### src/rtl/mc_ctrl.sv
// Multi-cycle fetch/decode/execute control FSM with bounded memory waits.
// Optional performance counters are enabled by defining MC_CTRL_PERF_EN.
module mc_ctrl #(
    parameter int WAIT_LIMIT = 8
) (
    input  logic        clk,
    input  logic        rst,
    input  logic [5:0]  opcode,
    input  logic [5:0]  funct,
    input  logic        zero,
    input  logic        im_ready,
    input  logic        dm_ready,
    output logic        IRWr,
    output logic        PCWr,
    output logic [1:0]  NPCOp,
    output logic [2:0]  ALUOp,
    output logic        DMWr,
    output logic        RFWr,
    output logic        illegal,
    output logic        timeout,
    output logic [2:0]  state
`ifdef MC_CTRL_PERF_EN
    ,
    output logic [31:0] cycle_cnt,
    output logic [31:0] instr_cnt
`endif
);

    localparam int CW = $clog2(WAIT_LIMIT + 1);

    localparam logic [2:0] S_FETCH  = 3'd0;
    localparam logic [2:0] S_DECODE = 3'd1;
    localparam logic [2:0] S_EXE    = 3'd2;
    localparam logic [2:0] S_MEM    = 3'd3;
    localparam logic [2:0] S_WB     = 3'd4;

    logic [2:0]    state_q, state_d;
    logic [CW-1:0] wait_cnt, wait_d;

    logic is_r, is_lw, is_sw, is_beq, is_j, is_addiu, is_ori, is_lui, legal;
    logic [2:0] alu_sel;
    logic waiting, at_limit, wait_expired;
    logic irwr_c, pcwr_c, dmwr_c, rfwr_c, illegal_c;
    logic [1:0] npcop_c;
    logic [2:0] aluop_c;

    assign is_lw    = (opcode == 6'h23);
    assign is_sw    = (opcode == 6'h2B);
    assign is_beq   = (opcode == 6'h04);
    assign is_j     = (opcode == 6'h02);
    assign is_addiu = (opcode == 6'h09);
    assign is_ori   = (opcode == 6'h0D);
    assign is_lui   = (opcode == 6'h0F);
    assign is_r     = (opcode == 6'h00) &&
                      (funct == 6'h21 || funct == 6'h23 || funct == 6'h24 ||
                       funct == 6'h25 || funct == 6'h2A);
    assign legal    = is_r | is_lw | is_sw | is_beq | is_j | is_addiu | is_ori | is_lui;

    always_comb begin
        alu_sel = 3'b000;
        if (is_beq) alu_sel = 3'b001;
        else if (is_ori) alu_sel = 3'b011;
        else if (is_lui) alu_sel = 3'b101;
        else if (is_r) begin
            case (funct)
                6'h23:   alu_sel = 3'b001;
                6'h24:   alu_sel = 3'b010;
                6'h25:   alu_sel = 3'b011;
                6'h2A:   alu_sel = 3'b100;
                default: alu_sel = 3'b000;
            endcase
        end
    end

    // A ready in the same cycle as the limit wins: waiting is false then.
    assign waiting      = (state_q == S_FETCH && !im_ready) || (state_q == S_MEM && !dm_ready);
    assign at_limit     = (wait_cnt == CW'(WAIT_LIMIT - 1));
    assign wait_expired = waiting && at_limit;
    assign wait_d       = (waiting && !at_limit) ? wait_cnt + 1'b1 : '0;

    always_comb begin
        state_d   = S_FETCH;
        irwr_c    = 1'b0;
        pcwr_c    = 1'b0;
        npcop_c   = 2'b00;
        aluop_c   = 3'b000;
        dmwr_c    = 1'b0;
        rfwr_c    = 1'b0;
        illegal_c = 1'b0;
        case (state_q)
            S_FETCH: begin
                if (im_ready) begin
                    irwr_c  = 1'b1;
                    pcwr_c  = 1'b1;
                    state_d = S_DECODE;
                end else begin
                    state_d = S_FETCH;
                end
            end
            S_DECODE: begin
                if (is_j) begin
                    pcwr_c  = 1'b1;
                    npcop_c = 2'b10;
                    state_d = S_FETCH;
                end else if (!legal) begin
                    illegal_c = 1'b1;
                    state_d   = S_FETCH;
                end else begin
                    state_d = S_EXE;
                end
            end
            S_EXE: begin
                aluop_c = alu_sel;
                if (is_beq) begin
                    pcwr_c  = zero;
                    npcop_c = 2'b01;
                    state_d = S_FETCH;
                end else if (is_lw || is_sw) begin
                    state_d = S_MEM;
                end else begin
                    state_d = S_WB;
                end
            end
            S_MEM: begin
                aluop_c = alu_sel;
                if (dm_ready) begin
                    dmwr_c  = is_sw;
                    state_d = is_sw ? S_FETCH : S_WB;
                end else if (at_limit) begin
                    state_d = S_FETCH;
                end else begin
                    state_d = S_MEM;
                end
            end
            S_WB: begin
                aluop_c = alu_sel;
                rfwr_c  = 1'b1;
                state_d = S_FETCH;
            end
            default: state_d = S_FETCH;
        endcase
    end

    always_ff @(posedge clk or posedge rst) begin
        if (rst) begin
            state_q  <= S_FETCH;
            wait_cnt <= '0;
        end else begin
            state_q  <= state_d;
            wait_cnt <= wait_d;
        end
    end

    // Strobes are forced low during reset since they decode live inputs.
    assign IRWr    = irwr_c & ~rst;
    assign PCWr    = pcwr_c & ~rst;
    assign NPCOp   = rst ? 2'b00 : npcop_c;
    assign ALUOp   = rst ? 3'b000 : aluop_c;
    assign DMWr    = dmwr_c & ~rst;
    assign RFWr    = rfwr_c & ~rst;
    assign illegal = illegal_c & ~rst;
    assign timeout = wait_expired & ~rst;
    assign state   = state_q;

`ifdef MC_CTRL_PERF_EN
    always_ff @(posedge clk or posedge rst) begin
        if (rst) begin
            cycle_cnt <= '0;
            instr_cnt <= '0;
        end else begin
            cycle_cnt <= cycle_cnt + 32'd1;
            if (state_q == S_FETCH && state_d == S_DECODE)
                instr_cnt <= instr_cnt + 32'd1;
        end
    end
`endif

endmodule
### config.mk
export PLATFORM = sky130hd
export DESIGN_NAME = mc_ctrl
export DESIGN_NICKNAME = d
export VERILOG_FILES = /design/src/rtl/mc_ctrl.sv
export SDC_FILE = /design/constraint.sdc
export NUM_CORES = 1
export LEC_CHECK = 0
export ABC_AREA = 1
export CAP_MARGIN = 5
export CORE_MARGIN = 3
export CORE_UTILIZATION = 30
export CTS_CLUSTER_DIAMETER = 60
export DETAILED_ROUTE_END_ITERATION = 16
export PLACE_DENSITY_LB_ADDON = 0.25
export SYNTH_ARGS = -nofsm -noshare
export SYNTH_HDL_FRONTEND = slang
export SYNTH_SLANG_ARGS = --single-unit
### constraint.sdc
create_clock -name clk -period 3.32 [get_ports clk]
set_input_delay 0.332 -clock clk [delete_from_list [all_inputs] [get_ports clk]]
set_output_delay 0.332 -clock clk [all_outputs]
set_load 0.1 [all_outputs]
; After elaboration in Yosys (flattened, before gate mapping)
; Index checks and enable logic that the tools add are counted.
[word_totals]
word_cells = 83
input_bits = 17
regBits = 7
out_inout_bits = 14
[op_classes]
eq_ne = 17
add_sub_neg = 1
bitwise_logic = 14
reduce_logical = 17
n_mux = 32
[ops]
columns = operator, n
row1 = $eq 6x6->1 const B, 7
row2 = $mux 3, 10
row3 = $pmux 3 s4, 2
row4 = $eq 6x4->1 const B, 3
row5 = $mux 1, 12
row6 = $mux 2, 5
row7 = $or 1x1->1, 7
row8 = $and 1x1->1, 6
row9 = $eq 3x2->1 const B, 2
row10 = $eq 6x2->1 const B, 1
row11 = $eq 6x3->1 const B, 1
row12 = $logic_not 6->1, 1
row13 = $logic_or 1x1->1, 6
row14 = $logic_and 1x1->1, 5
row15 = $add 4x1->4 const B, 1
row16 = $eq 4x3->1 const B, 1
row17 = $mux 4, 1
row18 = $pmux 2 s2, 1
row19 = $eq 3x1->1 const B, 1
row20 = $eq 3x3->1 const B, 1
row21 = $logic_not 1->1, 3
row22 = $logic_not 3->1, 1
row23 = $pmux 1 s3, 1
row24 = $reduce_or 3->1, 1
row25 = $not 1->1, 1

; Depth between registers and ports, before layout
; Gate-level depths: netlist of the first run.
[logic_depth]
ltp_word = 17
depth_mapped = 9
depth_no_buf = 9

; Worst setup path after synthesis of the first run
; OpenSTA, ideal clock, no wires.
[synth_timing]
path_kind = register -> output
start = reg state_q[1] (netlist: state[1])
end = out NPCOp[0]
slack_ns = -0.473
t_arrival_ns = 3.461
path_stages_with_launch = 5
t_required_ns = 2.988
n_path_buf = 0
cell_sequence = dfrtp_1 -> inv_1 -> nor2_2 -> nand2_2 -> nor3_1
[synth_via]
elab_chain_len = 3
word_cells_on_any_way = 4
classes_between = eq/ne: 2 / mux: 2
[synth_rtl]
columns = element, line
row1 = "start, declared", 37  ; logic [2:0] state_q, state_d;
row2 = "start signal, assigned", 149  ; state_q <= state_d;
row3 = $eq 3x2->1 / $eq 3x1->1 (equally long branches), 90  ; case (state_q)
row4 = $pmux 2 s2 (*), 90
row5 = $mux 2 (*), 157  ; assign NPCOp = rst ? 2'b00 : npcop_c;
row6 = "end, declared", 15  ; output logic [1:0] NPCOp,
; Every way passes the cells marked *; elsewhere a longest branch is shown, timed or not.

; Worst setup path after layout of the first run
[layout_timing]
start = in rst
end = out ALUOp[2]
[layout_via]
elab_chain_len = 1
[layout_rtl]
columns = element, line
row1 = "start, declared", 7  ; input logic rst,
row2 = $mux 3, 158  ; assign ALUOp = rst ? 3'b000 : aluop_c;
row3 = "end, declared", 16  ; output logic [2:0] ALUOp,
; Every way passes these cells.

==> summary.md, run 1 <==
| Metric | Value |
|---|---|
| Status | `finished clean` |
| Core Region | `roughly 2300 µm²` |
| Critical path data arrival time | `around 1.9 ns` |
| Register area share after synthesis | `between 20% and 30%` |
| DIE AREA | `~3200 µm²` |
| H-tree depth | `1` |
| Clock root cell | `clkbuf_4` |
| CP Capture Type | `primary output` |
| Sequential Power Share | `approximately a third` |
| P_sw | `124 µW` |
| Initial Util | `between 30% and 40%` |
| Tmin final | `2.26 ns` |
| Crit share post-route | `roughly two thirds` |
| Crit Path Category | `in -> out` |
| Synth Area in Compound Gates | `7.43%` |
| Final nets | `about 180` |
| Ant. Diodes | `0` |
| Synth Area in Simple Gates | `between 50% and 60%` |
| Clk pin slew, worst setup/hold paths | `about 0.050 ns` |
| Critical Path Source Type | `input pin` |
| RSZ-0062 raised after global routing | `false` |
| P_int | `around 180 µW` |
| Yosys warning count | `0` |
| Critical Path Fanout Max | `10` |
| Final ANT Viol Nets | `0` |
| Setup Viol. Count Final | `0` |
| Maxcap violations | `0` |
| Fmax | `around 440 MHz` |
| Relative slew slack | `between 30% and 40%` |
| Total CTS buffers | `3` |
| Post-Synth XOR/XNOR Area | `under 10%` |
| Placed inst area | `between 1000 and 1500 µm²` |
| Gr ovfl total | `0` |
| Worst min path class | `reg -> reg` |
| Mux contribution to synthesized area | `0%` |
| Vias/cell | `between 4 and 5` |
| Total global-route track usage | `12.9%` |
| Area growth syn-to-layout | `45.4%` |
| Number of port buffers | `30` |
| Sw frac | `approximately 41%` |
| Max Slew Vio Count | `0` |
| DIE HEIGHT | `~56 µm` |
| Comb pwr share | `between 40% and 50%` |
| Combinational family with the most area after synthesis | `simple AND/OR/NAND/NOR gates` |
| Syn_nets | `144` |
| Fin area | `1100 µm²` |
| Final hold vios | `0` |
| Clock power frac | `about a quarter` |
| Post-Synthesis Cell Area | `758 µm²` |
| CTS tree | `done` |
| Syn Inst Count | `between 100 and 150` |
| Post-synthesis adder-cell area fraction | `approximately 1.7%` |
| Drt first pass iters | `5` |
| Layout Skew | `around 0.0045 ns` |
| Final Wtd Congestion | `0.786` |
| Layout cells sized above 1 | `between 20% and 30%` |
| DP HPWL | `1640 µm` |
| Post_cts resized | `0` |
| Clock sink count | `7` |
| CTS Buffer Depth | `2` |
| Syn avg cell area | `~6 µm²` |
| FF+latch count, synth | `7` |
| Postcts setup bufs | `0` |
| PwrDens | `between 200 and 300 nW/µm²` |
| DR DRC count | `0` |
| Worst EP required | `roughly 3.0 ns` |
| Drt wl/cell | `~9.8 µm` |
| Hold buffers post-CTS | `0` |
| Setup TNS | `0 ns` |
| Vias | `roughly 860` |
| Largest net degree at the start of global routing | `11` |
| Clock Latency Late Sink | `roughly 0.26 ns` |
| Yosys cell types | `25` |
| # IOs | `31` |
| Worst-Margin Slew | `a little under 1 ns` |
| Cell row count | `17` |
| Leak Pwr | `roughly 0.54 nW` |
| Routed wire length | `between 1500 and 2000 µm` |
| First-pass GRT wire length | `roughly 3200 µm` |
| Initial antenna violation count | `0` |
| Iteration-0 DRC Markers | `35` |
| Die X | `56.3 µm` |
| Worst IR drop on VDD | `0.000172 V` |
| Number of global-route vias before repair | `roughly 770` |
## critical path: stages
cell and delay, ns:
clkdlybuf4s50_1 0.59, inv_2 0.27, nand2_1 0.10, o21ai_2 0.08
nand2_2 0.08, nor3b_2 0.17, buf_4 0.30
## cells in the mapped netlist
cell type | n | area (µm²)
dfrtp_1 | 7 | 175
xor2_1 | 1 | 8.76
nor2_2 | 5 | 31.3
ha_1 | 1 | 12.5
nor3_2 | 2 | 20.0
o21ai_2 | 2 | 17.5
nand2_2 | 4 | 25.0
nor3b_2 | 2 | 25.0
o22ai_1 | 1 | 6.26
o21ai_1 | 1 | 5.00
nand3b_1 | 1 | 7.51
a21oi_1 | 1 | 5.00
a31oi_1 | 1 | 6.26
nor3_1 | 1 | 5.00
a21boi_0 | 1 | 7.51
inv_2 | 5 | 18.8
buf_2 | 1 | 5.00
nor2_4 | 1 | 11.3
inv_1 | 22 | 82.6
a21oi_2 | 1 | 8.76
nand2_1 | 23 | 86.3
nor2_1 | 24 | 90.1
nand3_2 | 1 | 10.0
nand4_1 | 2 | 12.5
nand3_1 | 15 | 75.1
## metal layers
| layer | part of all wire, % | track usage, % |
|---|---|---|
| met1 | 41 | 14.1 |
| met2 | 51 | 22.4 |
| met3 | 5.3 | 3.45 |
| met4 | 2.2 | 7.12 |
| met5 | 0 | 0 |
## per-stage QoR
stage	util, %	hold slack (ns)	setup slack (ns)	cells	total power [mW]
after floorplan	-	0.293	0.231	126	0.183
after global placement	46.8	0.459	1.07	183	0.223
after detailed placement	46.8	0.479	1.04	183	0.225
after CTS	48.0	0.486	1.04	187	0.307
after global routing	48.0	0.511	0.939	187	0.325
final	48.0	0.473	1.06	187	0.301
## power by group through the flow
stage | Sequential, mW | Combinational, mW | Clock [mW]
final | 0.0980 | 0.124 | 0.0789
after global routing | 0.0992 | 0.135 | 0.0907
after CTS | 0.0981 | 0.126 | 0.0829
after detailed placement | 0.0996 | 0.125 | 0
after global placement | 0.0992 | 0.124 | 0
after floorplan | 0.116 | 0.0668 | 0
## final cells by class
| class | instances | area [µm²] |
|---|---|---|
| Sequential cell | 7 | 175 |
| Timing Repair Buffer | 30 | 273 |
| Inverter | 27 | 101 |
| Tap cell | 28 | 35.0 |
| Multi-Input combinational cell | 91 | 492 |
| Fill cell | 244 | 1190 |
| Clock buffer | 4 | 26.3 |
## flip-flops by register name (all words and copies together), names as in the netlist
register and cells:
wait_cnt 4, state 3
## cell usage in the layout, fill, tap and decap left out, drive strengths merged
cell,instances
a21boi,1
a21oi,2
a31oi,1
buf,11
clkbuf,4
clkdlybuf4s50,19
dfrtp,7
ha,1
inv,27
nand2,27
nand3,16
nand3b,1
nand4,2
nor2,30
nor3,3
nor3b,2
o21ai,3
o22ai,1
xor2,1
## cells by family (layout without fill, tap and decap cells)
logic type,count (synthesis),after routing
AND/OR/NAND/NOR,81,81
buffers and inverters,28,61
AO/OA/AOI/OAI,8,8
flip-flops,7,7
adder cells (fa/ha/maj),1,1
XOR/XNOR,1,1
## final timing paths
kind	startpoint	end	slack [ns]	depth (start not counted)
setup / recovery	rst	ALUOp[2]	1.06	7
hold / removal	wait_cnt[0]$_DFF_PP0_	wait_cnt[0]$_DFF_PP0_	0.47	1
setup reg to reg	wait_cnt[0]$_DFF_PP0_	state[1]$_DFF_PP0_	2.18	6
hold reg to reg	wait_cnt[0]$_DFF_PP0_	wait_cnt[0]$_DFF_PP0_	0.47	1
max in group asynchronous	rst	wait_cnt[2]$_DFF_PP0_	2.56	2
min in group asynchronous	rst	wait_cnt[1]$_DFF_PP0_	0.57	2
(Power assumes the default switching activity.)
==> run 2: changes to the inputs <==
==> constraint.sdc (replaced) <==
create_clock -name clk -period 2.05 [get_ports clk]
set_input_delay 0.205 -clock clk [delete_from_list [all_inputs] [get_ports clk]]
set_output_delay 0.205 -clock clk [all_outputs]
set_load 0.1 [all_outputs]
==> run 2 against run 1 <==
  * Sequential cell count unchanged
  * Die area is the same
  * Design area rose by 20%
  * Combinational power grew 85%
  * Wire length grew 11%
  * Count of clock-buffer cells in the layout did not move
  * Clock power increased by 58%
  * Sequential power is 67% higher
  * Critical path depth unchanged
  * Via count up 2.7%
  * Worst setup slack worse by 0.88 ns
  * First-iteration DRC count decreased by 31%
==> summary.md, run 2 (synthesis results as in run 1) <==
| Metric | Value |
|---|---|
| Gr ovfl total | `0 (unchanged)` |
| DIE HEIGHT | `56.3 µm (unchanged)` |
| PwrDens | `392 nW/µm² (+43%)` |
| Clock power frac | `24.1% (-2.1 points)` |
| Placed Cells incl. Taps | `185 (+1.1%)` |
| Max Slew Vio Count | `0 (unchanged)` |
| Number of port buffers | `30 (unchanged)` |
| Critical Path Source Type | `input pin` |
| Ant. Diodes | `0 (unchanged)` |
| Area growth syn-to-layout | `74.3%` |
| Cell depth of the worst flop-to-flop path | `5 (-1)` |
| Total CTS buffers | `3 (unchanged)` |
| Layout cells sized above 1 | `34.2% (+9.0 points)` |
| Status | `finished clean` |
| H-tree depth | `1 (unchanged)` |
| Maxcap violations | `0 (unchanged)` |
| Worst IR drop on VDD | `0.000325 V (+89%)` |
| Final Wtd Congestion | `0.817 (+3.9%)` |
| Max reg flops | `4 (unchanged)` |
| Non-filler cells, final | `189 (+1.1%)` |
| First-pass GRT wire length | `3420 µm (+5.5%)` |
| Largest net degree at the start of global routing | `10 (-1)` |
| Critical path data arrival time | `1.67 ns (-0.26 ns)` |
| Number of global-route vias before repair | `867 (+12%)` |
| Leak Pwr | `0.601 nW (+11%)` |
| P_sw | `211 µW (+70%)` |
| DIE AREA | `3170 µm² (unchanged)` |
| Worst min path class | `in -> async` |
| Setup Viol. Count Final | `0 (unchanged)` |
| Final nets | `180 (+1.1%)` |
| Clock root cell | `clkbuf_4` |
| Worst R2R Setup Slack | `0.89 ns (-1.29 ns)` |
| Die X | `56.3 µm (unchanged)` |
| Dpl ws | `0.201 ns (-0.843 ns)` |
| Top reg by flops | `wait_cnt` |
| Sequential Power Share | `31.6% (-0.9 points)` |
| P_int | `307 µW (+73%)` |
| Crit share post-route | `91.3%` |
| Sw frac | `40.7% (-0.36 points)` |
| Iteration-0 DRC Markers | `24 (-31%)` |
| CTS tree | `done` |
| Most frequent cells in the layout | `22 x nand2_1, 21 x inv_1, 19 x nor2_1` |
| CP Capture Type | `primary output` |
| Cell row count | `17 (unchanged)` |
| # IOs | `31 (unchanged)` |
| Drt first pass iters | `4 (-1)` |
| Tmin final | `1.87 ns` |
| Post-route setup slack | `0.179 ns (-0.883 ns)` |
| Comb pwr share | `44.3% (+3.0 points)` |
| Post_cts resized | `0 (unchanged)` |
| Most common library cell in the layout ignoring fill and taps | `nand2_1` |
| Reg-to-reg endpoint | `wait_cnt[2]$_DFF_PP0_` |
| Worst R2R Start | `state[1]$_DFF_PP0_` |
| Fmax | `about 530 MHz` |
| Core Region | `2300 µm² (unchanged)` |
| Drt wl/cell | `10.8 µm (+10%)` |
| Clock sink count | `7 (unchanged)` |
| Vias | `884 (+2.7%)` |
| Routed wire length | `2040 µm (+11%)` |
| Total global-route track usage | `13.2% (+0.27 points)` |
| Clock Latency Late Sink | `0.25 ns (about the same)` |
| Worst EP required | `1.85 ns (-1.14 ns)` |
| Critical Path Fanout Max | `5 (-5)` |
| Clk pin slew, worst setup/hold paths | `0.05 ns (about the same)` |
| Final ANT Viol Nets | `0 (unchanged)` |
| Initial Util | `33.0% (unchanged)` |
| Worst-Margin Slew | `0.278 ns (-0.686 ns)` |
| Postcts setup bufs | `0 (unchanged)` |
| Final hold vios | `0 (unchanged)` |
| DP HPWL | `1750 µm (+6.6%)` |
| Hold buffers post-CTS | `0 (unchanged)` |
| DR DRC count | `0 (unchanged)` |
| Relative slew slack | `81.6% (+46 points)` |
| CTS Buffer Depth | `2 (unchanged)` |
| Initial antenna violation count | `0 (unchanged)` |
| RSZ-0062 raised after global routing | `false` |
| Crit Path Category | `in -> out` |
| Vias/cell | `4.68 (+1.6%)` |
| Layout Skew | `0.00315 ns (-0.00138 ns)` |
## run 2: changes by cell type in the layout (fill, tap and decap cells not counted), moves of 2 or more
cell / previous run / this run
buf_12: 0 / 11
clkdlybuf4s50_1: 19 / 16
a21oi_4: 0 / 2
buf_4: 11 / 5
nor3_2: 3 / 1
dfrtp_4: 0 / 3
nor2_2: 5 / 9
dfrtp_1: 7 / 4
a21oi_2: 2 / 0
nor2_1: 24 / 19
nor3_4: 0 / 2
## run 2: how the worst max path moves through the flow
stage	from	endpoint	slack (ns)
finish	opcode[3]	PCWr	0.18
global route	opcode[1]	PCWr	0.06
CTS	state[1]$_DFF_PP0_	ALUOp[2]	0.18
detailed placement	funct[5]	ALUOp[0]	0.20
global placement	opcode[3]	PCWr	0.23
floorplan	state[1]$_DFF_PP0_	ALUOp[2]	-0.10
## run 2: per-layer routing
metal / vias to the layer above / GRT usage, % / part of all wire, %
met5: - / 0 / 0
met4: 0 / 2.03 / 0.64
met3: 4 / 4.60 / 6.5
met2: 33 / 24.0 / 50
met1: 387 / 14.9 / 43
li1: 460 / - / -
## run 2: power by group through the flow
stage	Combinational, mW	Clock [mW]	Sequential [mW]
after global placement	0.227	0	0.165
after global routing	0.247	0.132	0.165
after detailed placement	0.230	0	0.166
final	0.230	0.125	0.164
after CTS	0.231	0.127	0.164
after floorplan	0.117	0	0.193
## run 2: cell type report
type | count | area (µm²)
fill | 212 | 976
multi-input combinational | 91 | 554
timing repair buffer | 32 | 418
sequential | 7 | 186
inverter | 27 | 101
tap | 28 | 35.0
clock buffer | 4 | 26.3
## run 2: through the flow
step / hold slack, ns / util (%) / power [mW] / setup TNS [ns] / instance area [µm²]
finish: 0.364 / 57.5 / 0.518 / 0 / 1320
detailed placement: 0.474 / 56.4 / 0.396 / 0 / 1290
floorplan: 0.213 / - / 0.310 / -0.102 / 847
global route: 0.384 / 57.5 / 0.544 / 0 / 1320
CTS: 0.361 / 57.5 / 0.522 / 0 / 1320
global placement: 0.455 / 56.4 / 0.391 / 0 / 1290
## run 2: worst max-delay path: stages
cell and delay, ns:
clkdlybuf4s50_1 0.49, nor2_1 0.19, nand3_1 0.15, nor2_1 0.17
inv_2 0.08, a31oi_4 0.18, buf_12 0.19
